### src/rtl/router_pkt_tx.sv
// Synthesizable packet source for the 1x3 router input side: buffers a host payload, then emits
// header, payload and parity bytes under router busy flow control.
module router_pkt_tx #(
   parameter int unsigned MAX_LEN = 63,
   parameter int unsigned GAP     = 2
) (
   input  logic       clock,
   input  logic       reset,
   input  logic       start,
   input  logic [1:0] dest_addr,
   input  logic [5:0] pay_len,
   input  logic       corrupt_parity,
   output logic       ready,
   input  logic [7:0] pay_data,
   input  logic       pay_valid,
   output logic       pay_ready,
   output logic [7:0] tx_data,
   output logic       pkt_valid,
   input  logic       busy,
   output logic       done,
   output logic       cmd_err
);

   typedef enum logic [2:0] {
      StIdle,
      StLoad,
      StHeader,
      StPayload,
      StParity,
      StGap
   } state_e;

   localparam logic [3:0] GAP_LAST = (GAP == 0) ? 4'd0 : 4'(GAP - 1);

   state_e     state_q;
   logic [1:0] dest_q;
   logic [5:0] len_q;
   logic       corrupt_q;
   logic [5:0] wr_ptr_q;
   logic [5:0] rd_ptr_q;
   logic [7:0] parity_q;
   logic [3:0] gap_cnt_q;
   logic [7:0] pkt_buf [64];

   logic       cmd_legal;
   logic       wr_en;

   assign cmd_legal = (dest_addr != 2'd3) && (pay_len != 6'd0) && (pay_len <= 6'(MAX_LEN));
   assign wr_en     = (state_q == StLoad) && pay_valid;

   // Payload storage has no reset; contents are only read after a full load.
   always_ff @(posedge clock) begin
      if (wr_en) begin
         pkt_buf[wr_ptr_q] <= pay_data;
      end
   end

   always_ff @(posedge clock or posedge reset) begin
      if (reset) begin
         state_q   <= StIdle;
         dest_q    <= 2'd0;
         len_q     <= 6'd0;
         corrupt_q <= 1'b0;
         wr_ptr_q  <= 6'd0;
         rd_ptr_q  <= 6'd0;
         parity_q  <= 8'd0;
         gap_cnt_q <= 4'd0;
         ready     <= 1'b0;
         pay_ready <= 1'b0;
         tx_data   <= 8'd0;
         pkt_valid <= 1'b0;
         done      <= 1'b0;
         cmd_err   <= 1'b0;
      end else begin
         done    <= 1'b0;
         cmd_err <= 1'b0;
         unique case (state_q)
            StIdle: begin
               ready <= 1'b1;
               if (ready && start) begin
                  if (cmd_legal) begin
                     dest_q    <= dest_addr;
                     len_q     <= pay_len;
                     corrupt_q <= corrupt_parity;
                     wr_ptr_q  <= 6'd0;
                     rd_ptr_q  <= 6'd0;
                     ready     <= 1'b0;
                     pay_ready <= 1'b1;
                     state_q   <= StLoad;
                  end else begin
                     cmd_err <= 1'b1;
                  end
               end
            end
            StLoad: begin
               if (pay_valid) begin
                  wr_ptr_q <= wr_ptr_q + 6'd1;
                  if (wr_ptr_q == len_q - 6'd1) begin
                     pay_ready <= 1'b0;
                     tx_data   <= {len_q, dest_q};
                     parity_q  <= {len_q, dest_q};
                     pkt_valid <= 1'b1;
                     state_q   <= StHeader;
                  end
               end
            end
            StHeader: begin
               if (!busy) begin
                  tx_data  <= pkt_buf[6'd0];
                  rd_ptr_q <= 6'd0;
                  state_q  <= StPayload;
               end
            end
            StPayload: begin
               // tx_data holds the byte being accepted, so it folds straight into parity.
               if (!busy) begin
                  parity_q <= parity_q ^ tx_data;
                  if (rd_ptr_q == len_q - 6'd1) begin
                     pkt_valid <= 1'b0;
                     tx_data   <= parity_q ^ tx_data ^ {8{corrupt_q}};
                     state_q   <= StParity;
                  end else begin
                     rd_ptr_q <= rd_ptr_q + 6'd1;
                     tx_data  <= pkt_buf[rd_ptr_q + 6'd1];
                  end
               end
            end
            StParity: begin
               if (!busy) begin
                  done      <= 1'b1;
                  tx_data   <= 8'd0;
                  gap_cnt_q <= 4'd0;
                  state_q   <= (GAP == 0) ? StIdle : StGap;
               end
            end
            StGap: begin
               if (gap_cnt_q == GAP_LAST) begin
                  state_q <= StIdle;
               end else begin
                  gap_cnt_q <= gap_cnt_q + 4'd1;
               end
            end
            default: state_q <= StIdle;
         endcase
      end
   end

endmodule
### config.mk
export PLATFORM = sky130hd
export DESIGN_NAME = router_pkt_tx
export DESIGN_NICKNAME = d
export VERILOG_FILES = /design/src/rtl/router_pkt_tx.sv
export SDC_FILE = /design/constraint.sdc
export NUM_CORES = 1
export LEC_CHECK = 0
export ABC_AREA = 1
export CAP_MARGIN = 20
export CORE_MARGIN = 2
export CORE_UTILIZATION = 40
export DETAILED_ROUTE_END_ITERATION = 16
export PLACE_DENSITY_LB_ADDON = 0.05
export SLEW_MARGIN = 10
export SYNTH_ARGS = -nofsm -noshare
export SYNTH_HDL_FRONTEND = slang
export SYNTH_SLANG_ARGS = --single-unit
export TNS_END_PERCENT = 20
### constraint.sdc
create_clock -name clock -period 2.7 [get_ports clock]
set_input_delay 0.27 -clock clock [delete_from_list [all_inputs] [get_ports clock]]
set_output_delay 0.27 -clock clock [all_outputs]
set_load 0.02 [all_outputs]
==> flow_summary.yaml <==
sta:
  max_freq_mhz: 395
  fin_crit_sh_pct: 93.7
  tns_ns: 0
  skew_ns: 0.0293
  rsz0062_at_grt: "no"
  finalCriticalPeriod_ns: 2.53
  hold_viol: 0
  worst_pin_slew_ns: 0.678
  finalWorstSetupSlack_ns: 0.171
  setup_viol: 0
  drv_slew: 0
  slew_headroom_pct: 54.8
final_layout:
  stdcell_area_sq_mm: 0.0276
  drive_above_1_share_pct: 10.7
  antenna_cells: 0
  multiInputGateArea_sq_mm: 0.00637
  layout.cells.non_filler: 3088
  area_delta_synth_final_pct: 16.5
  register_area_sq_mm: 0.0166
  nFillCells: 5456
  final_nets: 2294
synthesis:
  syn_area_sq_mm: 0.0237
  ys_ff_latch: 561
  netlist_instances: 2156
  ys_seq_area_share_pct: 70.0
  syn_nets: 2183
  yosysWarnings: 0
  syn_area_per_cell_sq_um: 11.0
  yosysUniqueCellTypes: 31
power:
  p_sw_share_pct: 35.8
  p_sw_mw: 9.36
  power_density_mw_per_mm2: 947
  seq_power_share_pct: 39.3
  clkPwrFrac_pct: 30.2
  power_frac_comb_pct: 30.6
  leakage_nw: 10.2
  ir_drop_mv: 0.541
  internal_power_mw: 16.8
setup_path:
  ff2ff_path_depth: 15
  required_ns: 3.25
  endpoint_kind: "register"
  rr_startpoint: "len_q[0]$_DFFE_PP0P_"
  rrSetupSlack_ns: 0.17
  worstPathArrival_ns: 3.08
  rr_endpoint: "tx_data[7]$_DFFE_PP0P_"
  worstSetupPathType: "register to register"
  cp-start-kind: "register"
  critPathMaxFanout: 13
cts:
  cts_tree: "done"
  htree_levels: 2
  clkSinkCount: 561
  clockRootBuffer: "clkbuf_16"
  clock_path_buffers: 3
  clk_pin_slew_ns: 0.06
  clk_latency_ns: 0.64
  cts_inserted_buffers: 60
run_status:
  outcome: "complete, no violations"
global_route:
  grt_pass1_vias: 16000
  grt.total_usage_pct: 22.7
  grt_pass1_wl_um: 103000
  grt_max_degree: 84
  overflow: 0
  antenna_found_initial: 1
flow_run:
  maxCapViolCount: 0
routing:
  drt_first_pass_iters: 5
  routed_wl_um: 69100
  drtIter0Drc: 1345
  vias_per_cell: 5.32
  drc_errors: 0
  drtAntennaViolNets: 0
  num_vias: 16400
  avgRoutedWirePerCell_um: 22.4
die:
  dieArea_sq_mm: 0.0612
  rows: 89
  die_h_um: 247
  die_w_um: 247
  initial_utilization_pct: 40.3
  ioPinCount: 35
  core_area_sq_mm: 0.0588
place:
  dpl.hpwl_um: 42100
  place_ws_ns: 0.133
  gp_congestion: 0.825
  numPortBuffers: 34
  dp_cells: 2978
  placed_area_sq_mm: 0.0258
hold_path:
  min_path_type: "primary input to async pin"
==> synthesized netlist by cell type <==
cell type,instances,area [sq um]
nand2_1,654,2450
mux2i_1,1,10.0
inv_1,59,221
or2_2,2,12.5
clkbuf_1,52,195
nand4_1,15,93.8
o21ai_0,24,120
o211a_1,1,10.0
inv_2,8,30.0
buf_2,49,245
xor2_1,18,158
nand2_2,3,18.8
nor2_1,96,360
xor2_2,2,32.5
nand4_4,1,21.3
nor3_1,2,10.0
xnor2_1,4,35.0
nor2_2,3,18.8
o21ai_1,14,70.1
and2b_1,1,7.51
ha_1,5,62.6
a31oi_1,2,12.5
nor3b_1,1,7.51
nand3_1,542,2710
dfrtp_1,49,1230
buf_1,14,52.6
edfxtp_1,512,15400
a21oi_4,1,16.3
clkinv_1,2,7.51
a21oi_1,17,85.1
nor2_4,2,22.5
==> power groups by stage <==
stage / combinational (mW) / sequential (mW) / clock [mW]
after floorplan: 5.05 / 10.3 / 0
after global placement: 8.02 / 10.4 / 0
after detailed placement: 8.01 / 10.4 / 0
after CTS: 8.05 / 10.3 / 8.04
after global routing: 8.91 / 10.3 / 8.36
final: 7.99 / 10.3 / 7.88
==> worst max-delay path by stage <==
stage / start / end / slack [ns] / depth (start not counted)
2_1_floorplan: state_q[0]$_DFFE_PP0P_ / pkt_buf[13][0]$_DFFE_PP_ / 0.60 / 8
3_3_place_gp: state_q[0]$_DFFE_PP0P_ / pkt_buf[26][4]$_DFFE_PP_ / 0.12 / 10
3_5_place_dp: state_q[0]$_DFFE_PP0P_ / pkt_buf[26][3]$_DFFE_PP_ / 0.13 / 10
4_1_cts: state_q[0]$_DFFE_PP0P_ / pkt_buf[26][3]$_DFFE_PP_ / 0.12 / 10
5_1_grt: len_q[0]$_DFFE_PP0P_ / tx_data[5]$_DFFE_PP0P_ / 0.01 / 15
6_report: len_q[0]$_DFFE_PP0P_ / tx_data[7]$_DFFE_PP0P_ / 0.17 / 15
==> final cells by class <==
cell class | instances | area share [%]
Multi-Input combinational cell | 1411 | 23.1
Sequential cell | 561 | 60.1
Clock buffer | 80 | 5.86
Tap cell | 773 | 3.50
Clock inverter | 30 | 0.815
Timing Repair Buffer | 164 | 5.66
Inverter | 69 | 0.974
==> cell families after synthesis <==
family                     synth area share [%]
buffers and inverters                      3.17
muxes                                    0.0422
and+or+nand+nor                            24.2
xor gates and xnor gates                  0.950
DFF                                        70.0
AOI/OAI and AO/OA                          1.32
adders and majority gates                 0.264
==> routing by layer <==
metal	part of all wire (%)	GRT usage (%)	wire length [um]	vias up
li1	-	-	-	7756
met1	46	32.7	31700	8073
met2	46	36.0	31900	473
met3	5.1	3.34	3550	122
met4	2.8	6.57	1910	0
met5	0	0	0	-
==> sequential cells by signal, summed over array words and instances, names as in the netlist <==
name and count:
len_q 6, done 1, gap_cnt_q 4, pkt_buf 512
parity_q 8, ready 1, cmd_err 1, corrupt_q 1
wr_ptr_q 6, pkt_valid 1, state_q 3, pay_ready 1
dest_q 2, rd_ptr_q 6, tx_data 8
==> cells in the final DEF (no fill, tap or decap), types with 8 or more instances in the layout <==
cell,instances
inv_1,56
dfrtp_1,47
nand4_1,15
o21ai_1,14
nand2_1,653
clkinv_2,13
clkdlybuf4s50_1,26
buf_4,107
clkbuf_16,62
nand3_1,542
nor2_1,96
buf_12,23
a21oi_1,17
o21ai_0,24
buf_2,8
clkbuf_1,18
edfxtp_1,512
clkinv_1,14
xor2_1,18
inv_2,9
==> worst max-delay path, stage by stage (launching register included) <==
cell and delay, ns:
dfrtp_1 0.49, inv_2 0.06, ha_1 0.26, inv_1 0.07
nand2_1 0.11, nand2_1 0.13, nand2_1 0.06, nand2_1 0.06
nand2_1 0.05, nor2_1 0.12, nand3_1 0.21, nand2_2 0.19
nand2_2 0.21, a21oi_1 0.28, nand2_1 0.09, nand2_1 0.07
==> stage by stage <==
| step | util (%) | power (mW) | hold slack (ns) |
|---|---|---|---|
| 6_report | 47.0 | 26.1 | 0.0183 |
| 3_3_place_gp | 43.8 | 18.4 | 0.471 |
| 4_1_cts | 47.0 | 26.4 | 0.00621 |
| 5_1_grt | 47.0 | 27.6 | 0.0354 |
| 3_5_place_dp | 43.8 | 18.4 | 0.471 |
| 2_1_floorplan | - | 15.4 | 0.352 |
==> repair_timing <==
action,CTS,global route
hold buffers,0,0
endpoints found under the setup margin,0,13
resized for setup,0,1
buffers inserted,0,0
(Power assumes the default switching activity.)
